===== src/rtl/axi4_lite_reg_slave.sv =====
// AXI4-Lite slave with eight 32-bit registers (REG7 read-only ID).
// Independent write (AW/W/B) and read (AR/R) paths, all outputs registered.
module axi4_lite_reg_slave #(
    parameter logic [31:0] ID_VALUE = 32'hA5A5_0001
) (
    input  logic        aclk,
    input  logic        aresetn,
    input  logic [31:0] awaddr,
    input  logic [2:0]  awprot,
    input  logic        awvalid,
    output logic        awready,
    input  logic [31:0] wdata,
    input  logic [3:0]  wstrb,
    input  logic        wvalid,
    output logic        wready,
    output logic [1:0]  bresp,
    output logic        bvalid,
    input  logic        bready,
    input  logic [31:0] araddr,
    input  logic [2:0]  arprot,
    input  logic        arvalid,
    output logic        arready,
    output logic [31:0] rdata,
    output logic [1:0]  rresp,
    output logic        rvalid,
    input  logic        rready
);

    typedef enum logic [1:0] {
        W_IDLE,
        W_WAIT,
        W_RESP
    } wstate_e;

    typedef enum logic {
        R_IDLE,
        R_DATA
    } rstate_e;

    localparam logic [1:0] RESP_OKAY   = 2'b00;
    localparam logic [1:0] RESP_SLVERR = 2'b10;

    wstate_e     w_state_q, w_state_d;
    logic        awready_q, awready_d;
    logic        wready_q, wready_d;
    logic        bvalid_q, bvalid_d;
    logic [1:0]  bresp_q, bresp_d;
    logic [31:0] aw_addr_q, aw_addr_d;
    logic [31:0] w_data_q, w_data_d;
    logic [3:0]  w_strb_q, w_strb_d;
    logic [31:0] regs_q [7];
    logic [31:0] regs_d [7];

    rstate_e     r_state_q, r_state_d;
    logic        arready_q, arready_d;
    logic        rvalid_q, rvalid_d;
    logic [1:0]  rresp_q, rresp_d;
    logic [31:0] rdata_q, rdata_d;

    logic        aw_hs, w_hs, ar_hs;
    logic [31:0] eff_addr, eff_data;
    logic [3:0]  eff_strb;
    logic [2:0]  wr_idx, rd_idx;
    logic        wr_err, rd_err, wr_commit;
    logic [31:0] rd_val;

    // Protection attributes carry no meaning for this register file.
    logic unused_prot;
    assign unused_prot = ^{awprot, arprot};

    assign aw_hs = awvalid & awready_q;
    assign w_hs  = wvalid & wready_q;
    assign ar_hs = arvalid & arready_q;

    // A channel whose ready is still high has not been latched yet.
    assign eff_addr = awready_q ? awaddr : aw_addr_q;
    assign eff_data = wready_q ? wdata : w_data_q;
    assign eff_strb = wready_q ? wstrb : w_strb_q;

    assign wr_idx = eff_addr[4:2];
    assign wr_err = (|eff_addr[31:5]) | (|eff_addr[1:0])
                  | (wr_idx == 3'd7);

    assign rd_idx = araddr[4:2];
    assign rd_err = (|araddr[31:5]) | (|araddr[1:0]);

    // Read mux over the current (pre-write) register contents.
    always_comb begin
        rd_val = ID_VALUE;
        for (int i = 0; i < 7; i++) begin
            if (rd_idx == 3'(i)) rd_val = regs_q[i];
        end
    end

    // Write FSM next state: latch AW/W, commit when both are held.
    always_comb begin
        w_state_d = w_state_q;
        awready_d = awready_q;
        wready_d  = wready_q;
        bvalid_d  = bvalid_q;
        bresp_d   = bresp_q;
        aw_addr_d = aw_addr_q;
        w_data_d  = w_data_q;
        w_strb_d  = w_strb_q;
        wr_commit = 1'b0;
        for (int i = 0; i < 7; i++) regs_d[i] = regs_q[i];

        unique case (w_state_q)
            W_IDLE: begin
                awready_d = 1'b1;
                wready_d  = 1'b1;
                if (aw_hs) aw_addr_d = awaddr;
                if (w_hs) begin
                    w_data_d = wdata;
                    w_strb_d = wstrb;
                end
                if (aw_hs && w_hs) begin
                    wr_commit = 1'b1;
                end else if (aw_hs) begin
                    awready_d = 1'b0;
                    w_state_d = W_WAIT;
                end else if (w_hs) begin
                    wready_d  = 1'b0;
                    w_state_d = W_WAIT;
                end
            end
            W_WAIT: begin
                if (aw_hs) aw_addr_d = awaddr;
                if (w_hs) begin
                    w_data_d = wdata;
                    w_strb_d = wstrb;
                end
                if (aw_hs || w_hs) wr_commit = 1'b1;
            end
            W_RESP: begin
                if (bready) begin
                    bvalid_d  = 1'b0;
                    awready_d = 1'b1;
                    wready_d  = 1'b1;
                    w_state_d = W_IDLE;
                end
            end
            default: w_state_d = W_IDLE;
        endcase

        if (wr_commit) begin
            awready_d = 1'b0;
            wready_d  = 1'b0;
            bvalid_d  = 1'b1;
            bresp_d   = wr_err ? RESP_SLVERR : RESP_OKAY;
            w_state_d = W_RESP;
            for (int i = 0; i < 7; i++) begin
                if (!wr_err && wr_idx == 3'(i)) begin
                    for (int b = 0; b < 4; b++) begin
                        if (eff_strb[b])
                            regs_d[i][8*b +: 8] = eff_data[8*b +: 8];
                    end
                end
            end
        end
    end

    // Read FSM next state: capture data on AR, hold until R accepted.
    always_comb begin
        r_state_d = r_state_q;
        arready_d = arready_q;
        rvalid_d  = rvalid_q;
        rresp_d   = rresp_q;
        rdata_d   = rdata_q;

        unique case (r_state_q)
            R_IDLE: begin
                arready_d = 1'b1;
                if (ar_hs) begin
                    arready_d = 1'b0;
                    rvalid_d  = 1'b1;
                    rresp_d   = rd_err ? RESP_SLVERR : RESP_OKAY;
                    rdata_d   = rd_err ? 32'd0 : rd_val;
                    r_state_d = R_DATA;
                end
            end
            R_DATA: begin
                if (rready) begin
                    rvalid_d  = 1'b0;
                    arready_d = 1'b1;
                    r_state_d = R_IDLE;
                end
            end
            default: r_state_d = R_IDLE;
        endcase
    end

    // State registers with synchronous active-low reset.
    always_ff @(posedge aclk) begin
        if (!aresetn) begin
            w_state_q <= W_IDLE;
            awready_q <= 1'b0;
            wready_q  <= 1'b0;
            bvalid_q  <= 1'b0;
            bresp_q   <= 2'b00;
            aw_addr_q <= 32'd0;
            w_data_q  <= 32'd0;
            w_strb_q  <= 4'd0;
            for (int i = 0; i < 7; i++) regs_q[i] <= 32'd0;
            r_state_q <= R_IDLE;
            arready_q <= 1'b0;
            rvalid_q  <= 1'b0;
            rresp_q   <= 2'b00;
            rdata_q   <= 32'd0;
        end else begin
            w_state_q <= w_state_d;
            awready_q <= awready_d;
            wready_q  <= wready_d;
            bvalid_q  <= bvalid_d;
            bresp_q   <= bresp_d;
            aw_addr_q <= aw_addr_d;
            w_data_q  <= w_data_d;
            w_strb_q  <= w_strb_d;
            for (int i = 0; i < 7; i++) regs_q[i] <= regs_d[i];
            r_state_q <= r_state_d;
            arready_q <= arready_d;
            rvalid_q  <= rvalid_d;
            rresp_q   <= rresp_d;
            rdata_q   <= rdata_d;
        end
    end

    assign awready = awready_q;
    assign wready  = wready_q;
    assign bvalid  = bvalid_q;
    assign bresp   = bresp_q;
    assign arready = arready_q;
    assign rvalid  = rvalid_q;
    assign rresp   = rresp_q;
    assign rdata   = rdata_q;

endmodule

===== config.mk =====
export PLATFORM = sky130hd
export DESIGN_NAME = axi4_lite_reg_slave
export DESIGN_NICKNAME = d
export VERILOG_FILES = /design/src/rtl/axi4_lite_reg_slave.sv
export SDC_FILE = /design/constraint.sdc
export NUM_CORES = 1
export LEC_CHECK = 0
export CAP_MARGIN = 10
export CORE_MARGIN = 4
export CORE_UTILIZATION = 45
export DETAILED_ROUTE_END_ITERATION = 16
export PLACE_DENSITY = 0.66
export SLEW_MARGIN = 10
export SYNTH_ARGS = -nofsm -noshare
export SYNTH_HDL_FRONTEND = slang
export SYNTH_SLANG_ARGS = --single-unit

===== constraint.sdc =====
create_clock -name aclk -period 2.6 [get_ports aclk]
set_input_delay 0.26 -clock aclk [delete_from_list [all_inputs] [get_ports aclk]]
set_output_delay 0.26 -clock aclk [all_outputs]
set_load 0.02 [all_outputs]

; ---- Yosys cells after proc, flatten, opt, wreduce, memory -nomap -nowiden
; Memory sizes are Yosys's and may differ from the RTL's.
; Index checks and enable logic that the tools add are counted.
[word_totals]
register_bits = 112
output_inout_bits = 41
input_bits = 113
n_memories = 1
elab_cells = 172
mem_bits_rw = 224
[mem_list]
columns = name, depth, width, read_ports, rd_clocked_by_memory_dff, wr, line_no
row1 = regs_q, 7, 32, 7, 0, 7, 51  ; logic [31:0] regs_q [7];
[classes]
n_bitwise = 16
n_reduce_logical = 30
n_eq_ne = 24
muxes = 87
[ops]
columns = operator, n
row1 = 32-bit two-way mux, 24
row2 = 224-bit two-way mux, 1
row3 = 8-bit two-way mux, 28
row4 = 27-bit OR reduction, 2
row5 = 3-bit equality test (second input constant), 7
row6 = 1-bit two-way mux, 19
row7 = 2-bit two-way mux, 7
row8 = 3-bit by 2-bit equality test with 1-bit output (second input constant), 4
row9 = 1-bit one-hot mux with 2 select lines, 6
row10 = 2-bit AND reduction, 6
row11 = 2-bit inequality test (second input constant), 5
row12 = 1-bit bitwise OR, 10
row13 = 3-bit inequality test (second input constant), 3
row14 = 1-bit logical AND, 8
row15 = 4-bit AND reduction, 2
row16 = 2-bit OR reduction, 4
row17 = 3-bit by 1-bit equality test with 1-bit output (second input constant), 2
row18 = 3-bit zero test, 2
row19 = 2-bit one-hot mux with 3 select lines, 1
row20 = 2-bit nonzero test, 3
row21 = 4-bit two-way mux, 1
row22 = 4-bit inequality test (second input constant), 1
row23 = 1-bit bitwise AND, 3
row24 = 1-bit NOT, 3
row25 = 5 further kinds, 5

; ---- Depth between registers and ports, before layout
; Gate-level depths: netlist of run 1.
[depth]
word_depth = 9
ltp_mapped = 8
mapped_depth_nobuf = 5

; ---- Worst setup path after synthesis of run 1
; Ideal clock, no wire load.
[synth_timing]
path_type = flip-flop to flip-flop
start = register awready_q, in the netlist awready
end = memory regs_q[1][0]
t_arrival_ns = 2.086
path_stages_with_launch = 6
setup_time_ns = 0.127
n_path_buf = 1
setup_slack_ns = 0.387
synth_period_minus_slack_ns = 2.213
t_required_ns = 2.473
path_cell_list = dfxtp_1 > buf_4 > mux2_2 > nor2_1 > nand4_2 > mux2i_1
[synth_rtl]
columns = item, line_no
row1 = start: declaration, 44  ; logic awready_q, awready_d;
row2 = start signal: assignment, 212  ; awready_q <= awready_d;
row3 = end: declaration, 51

==> results_dict.tcl, run 1 <==
set metrics [dict create \
    worst_pin_slew_ps 605 \
    worst_ep_arrival_time_ps 2700 \
    yosys_register_bits 334 \
    antenna_cells 0 \
    via_per_inst 5.42 \
    critPathMaxFanout 19 \
    seqCellArea_um2 6690 \
    dp_slack_ps 58.6 \
    worstSkewPairLatency_ps 510 \
    fin_cells 2246 \
    start_util 0.456 \
    yosysTopAreaCell "dfxtp_1" \
    dr.first_iter.drc_count 701 \
    cap_violations 0 \
    netlist_area_um2 14800 \
    cts_resized 0 \
    synth_edf_count 0 \
    slew_violations 0 \
    cts_tree "built" \
    netlist.area_leader.share 0.450 \
    dr_total_vias 12184 \
    multi_input_area_um2 7700 \
    synth_cells 1636 \
    post-synth-top-count-cell "nand2_1" \
    ant_nets 0 \
    num_rows 66 \
    endpoint_kind "flop" \
    syn_area_per_cell_um2 9.07 \
    rr_worst_depth 7 \
    chipWidth_um 190 \
    async_flop_share 0 \
    root_buffer "clkbuf_16" \
    worstHoldPathType "primary input to flop" \
    fmax_mhz 429 \
    worstSetupPathType "flop to flop" \
    fin_total_pwr_mw 12.2 \
    fin_ws_ps 271 \
    ys_warn_count 0 \
    port_buffers 145 \
    synthFlopType "dfxtp_1" \
    hold_start "aresetn" \
    hold_viol 0 \
    synth_seq_area_share 0.450 \
    rr_startpoint "awready" \
    place_congestion 0.820 \
    layout.nets 1891 \
    wire_per_inst_um 17.7 \
    antenna_found_initial 0 \
    fin_skew_ps 17.4 \
    worstPathRequired_ps 2970 \
    min_path_cells 2 \
    drive_gt1_frac 0.129 \
    cts_sinks 334 \
    grt_util_all_layers 0.217 \
    critPathLaunch "awready" \
    htree_num_levels 2 \
    grt_pass1_vias 12248 \
    fillCellCount 2901 \
    rsz0062_at_grt "no" \
    ctsHoldBuffers 0 \
    synth_common_cells "456 x nand2_1, 334 x dfxtp_1, 253 x mux2i_1" \
    dieArea_um2 36000 \
    slew_headroom 0.597 \
    overflow 0 \
    dpl.hpwl_um 27100 \
    clk_path_buf_depth 3 \
    synth_cell_types 54 \
    cts_buffers 36 \
    dp_cells 2182 \
    dr.pass1.iters 5 \
    die_h_um 190 \
    irDropWorstVdd_mv 0.397 \
    fin_tns_setup_ps 0 \
    post-route-period-util 0.896 \
    drc 0 \
    p_leak_nw 8.06 \
    p_per_area_nw_per_um2 669 \
    drt_wl_total_um 39700 \
    cts_setup_buffers 0 \
    grt_pass1_wl_um 64200 \
    io-pin-count 154 \
    area_growth_pct 22.5 \
    startpoint_type "flop" \
    synth_top_cells_by_area "dfxtp_1 45%, mux2i_1 17%, nand2_1 12%" \
    core_um2 32500 \
    grt_start_max_net_pins 87 \
    status "complete, no violations" \
    clkTransAtPathRegs_ps 60 \
    min_period_ps 2330 \
    setup_viol 0 \
]
flip-flops by register name (all words and copies together), names as in the netlist:
signal	flops
wready	1
regs_q	224
w_data_q	32
rdata	32
aw_addr_q	32
w_state_q	2
w_strb_q	4
bvalid	1
bresp	1
arready	1
r_state_q	1
rvalid	1
awready	1
rresp	1
final cells by class:
cell class / count / area share
Multi-Input combinational cell: 1191 / 0.424
Sequential cell: 334 / 0.368
Timing Repair Buffer: 211 / 0.115
Clock buffer: 56 / 0.0598
Tap cell: 442 / 0.0304
Clock inverter: 8 / 0.00262
Inverter: 4 / 0.000826
through the flow:
| stage | area, um2 | hold slack, ps | util |
|---|---|---|---|
| after floorplan | 14800 | 359 | - |
| after global placement | 17000 | 434 | 0.524 |
| after detailed placement | 17000 | 441 | 0.524 |
| after CTS | 18200 | 108 | 0.559 |
| after global routing | 18200 | 128 | 0.559 |
| final | 18200 | 121 | 0.559 |
cells by family after synthesis:
logic type	share of synthesized area
xor gates and xnor gates	0.000590
muxes	0.202
and+or+nand+nor	0.203
buffers and inverters	0.0314
AOI/OAI and AO/OA	0.112
other	0.000253
DFF	0.450
worst paths after layout:
| check | to | slack (ps) |
|---|---|---|
| setup reg to reg | regs_q[4][26] | 270 |
| hold reg to reg | rdata[27] | 450 |
| setup / recovery | regs_q[4][26] | 270 |
| hold / removal | r_state_q | 120 |
worst max-delay path, stage by stage, from the launching register on:
cell and delay, ps:
dfxtp_1 490, buf_4 290, or3b_2 510, o31a_1 160, nor3_1 260, nand3_2 130, buf_4 210, mux2i_1 140
layout by cell type (no fill, tap or decap), types with 3 or more instances in the layout:
master / instances
nand3_1: 4
clkbuf_16: 37
o31ai_1: 23
mux2i_1: 253
buf_4: 55
buf_12: 12
nand2_1: 456
nor2b_1: 4
a21oi_1: 114
nor3b_1: 19
dfxtp_1: 333
nor4_1: 19
nor3_1: 11
nor2_1: 84
o221a_2: 23
nor2_2: 3
mux2_2: 42
nand4_1: 4
nand3_2: 9
o211ai_2: 3
o22ai_1: 10
a211oi_1: 13
clkinv_2: 6
clkbuf_8: 9
nand4_4: 15
and3_1: 6
o21ai_0: 10
clkdlybuf4s50_1: 141
nand3b_1: 5
clkbuf_1: 10
inv_1: 3
or2_2: 4
o21a_1: 10
a22o_1: 23
routing by layer:
layer  up-vias  global-route usage  wire, um
met2       265               0.385     19600
met3        55              0.0308      1800
met4         0              0.0593       831
met5         -                   0         0
met1      5896               0.276     17500
li1       5968                   -         -
where the power goes:
part	leakage, nW	internal, mW	switching (mW)	total, mW
logic	4.80	0.738	1.17	1.90
clock network	0.565	2.88	2.04	4.92
registers	2.70	5.25	0.0995	5.34
total	8.06	8.86	3.31	12.2
Note: power is estimated with default switching activity, not from simulation.
==> run 2, diff against run 1 <==
- SLEW_MARGIN: 10 -> 20
==> results of run 2 <==
The final DEF is identical to that of run 1; final timing and power are the same.
==> run 3, diff against run 2 <==
--- a/config.mk
+++ b/config.mk
@@ -7,3 +7,2 @@
 export LEC_CHECK = 0
-export CAP_MARGIN = 10
 export CORE_MARGIN = 4
==> constraint.sdc (replaced) <==
create_clock -name aclk -period 2.6 [get_ports aclk]
set_input_delay 0.39 -clock aclk [delete_from_list [all_inputs] [get_ports aclk]]
set_output_delay 0.39 -clock aclk [all_outputs]
set_load 0.1 [all_outputs]
==> run 3 against run 2 <==
  * Critical path type unchanged
  * Critical endpoint is now regs_q[1][15]
  * Critical path depth is 1 lower
  * Sequential power about the same
  * Global-route usage decreased by 0.15 points
  * Clock-buffer cell count up 1
  * Largest cell class unchanged
  * Largest power group unchanged
  * Sequential share of layout area is 0.36 points lower
  * Sequential cell count did not move
==> results_dict.tcl, run 3 (same netlist as run 1, synthesis figures left out) <==
set metrics [dict create \
    wire_per_inst_um 17.5 \
    slew_headroom 0.458 \
    cts_resized 0 \
    area_growth_pct 23.7 \
    num_rows 66 \
    worstSetupPathType "flop to flop" \
    drt_wl_total_um 39500 \
    grt_pass1_vias 12084 \
    worstPathRequired_ps 2990 \
    fin_total_pwr_mw 12.7 \
    fin_skew_ps 13.8 \
    hold_viol 0 \
    worstHoldPathType "primary input to flop" \
    fmax_mhz 446 \
    cts_tree "built" \
    worstSkewPairLatency_ps 520 \
    cts_sinks 334 \
    dr.pass1.iters 5 \
    min_period_ps 2240 \
    clk_path_buf_depth 3 \
    final_common_cell "nand2_1" \
    place_congestion 0.825 \
    cts_setup_buffers 0 \
    grt_pass1_wl_um 63700 \
    setup_viol 0 \
    p_leak_nw 8.27 \
    final_cell_mix "456 x nand2_1, 332 x dfxtp_1, 253 x mux2i_1" \
    core_um2 32500 \
    dpl.hpwl_um 27300 \
    start_util 0.456 \
    startpoint_type "flop" \
    cap_violations 0 \
    io-pin-count 154 \
    largest_reg_flops 224 \
    ctsHoldBuffers 0 \
    crit_path_max_incr_delay_ps 570 \
    status "complete, no violations" \
    cp_slowest_cell "dfxtp_2" \
    grt_util_all_layers 0.215 \
    ant_nets 0 \
    clkTransAtPathRegs_ps 60 \
    worst_ep_arrival_time_ps 2630 \
    rsz0062_at_grt "no" \
    post-route-period-util 0.863 \
    fillCellCount 2944 \
    antenna_found_initial 1 \
    drc 0 \
    root_buffer "clkbuf_16" \
    worst_pin_slew_ps 810 \
    cts_buffers 37 \
    chipWidth_um 190 \
    grt_start_max_net_pins 88 \
    dr_total_vias 12077 \
    fin_worst_hold_slack_ps 273 \
    endpoint_kind "flop" \
    crit_chain "nor4b_2, and3_1, a2bb2oi_4, buf_12, nand4_4, mux2i_1" \
    drive_gt1_frac 0.155 \
    top_register "regs_q" \
    dr.first_iter.drc_count 683 \
    layout.nets 1895 \
    slew_violations 0 \
    die_h_um 190 \
    fin_tns_setup_ps 0 \
    overflow 0 \
    via_per_inst 5.36 \
    port_buffers 145 \
    htree_num_levels 2 \
    irDropWorstVdd_mv 0.437 \
    critPathMaxFanout 20 \
    p_per_area_nw_per_um2 694 \
    dieArea_um2 36000 \
]
## run 3: power breakdown
group          total, mW  switching, mW  leakage (nW)  internal (mW)
clock network       5.35           2.05         0.626           3.30
registers           5.36          0.115          2.70           5.25
logic               2.03           1.28          4.95          0.750
total               12.7           3.44          8.27           9.30
## run 3: per-layer routing
layer	vias up	global-route usage	part of all wire	wire length, um
met5	-	0	0	0
met4	0	0.0629	0.026	1020
met3	65	0.0283	0.036	1430
met2	246	0.380	0.50	19700
met1	5776	0.276	0.44	17400
li1	5990	-	-	-
## run 3: path summary, 6_finish.rpt
kind | startpoint | end | slack [ps] | depth (start not counted)
worst max-delay path | awready | regs_q[1][15] | 360 | 6
worst min-delay path | aresetn | r_state_q | 270 | 2
worst max register to register | awready | regs_q[1][15] | 360 | 6
worst min register to register | rdata[30] | rdata[30] | 450 | 2
## run 3: area by class of cell
cell class / count / area (um2) / share of cell area
Antenna cell: 1 / 2.50 / 0.000136
Timing Repair Buffer: 214 / 2140 / 0.116
Tap cell: 442 / 553 / 0.0301
Multi-Input combinational cell: 1191 / 7700 / 0.420
Clock inverter: 10 / 129 / 0.00702
Sequential cell: 334 / 6690 / 0.364
Inverter: 4 / 15.0 / 0.000818
Clock buffer: 57 / 1130 / 0.0617
## run 3: through the flow
| step | util | cells | area (um2) | worst slack (ps) |
|---|---|---|---|---|
| 6_report | 0.564 | 2253 | 18400 | 357 |
| 5_1_grt | 0.564 | 2253 | 18400 | 215 |
| 4_1_cts | 0.564 | 2252 | 18400 | 373 |
| 3_5_place_dp | 0.525 | 2185 | 17100 | 36.7 |
| 3_3_place_gp | 0.525 | 2185 | 17100 | 54.9 |
| 2_1_floorplan | - | 1637 | 14900 | 32.0 |
## run 3: worst max-delay path, delay by kind of cell (launching register included)
| family | cells | cell delay, ps |
|---|---|---|
| AOI/OAI and AO/OA | 1 | 230 |
| buffers and inverters | 1 | 210 |
| DFF | 1 | 570 |
| muxes | 1 | 200 |
| and+or+nand+nor | 3 | 890 |
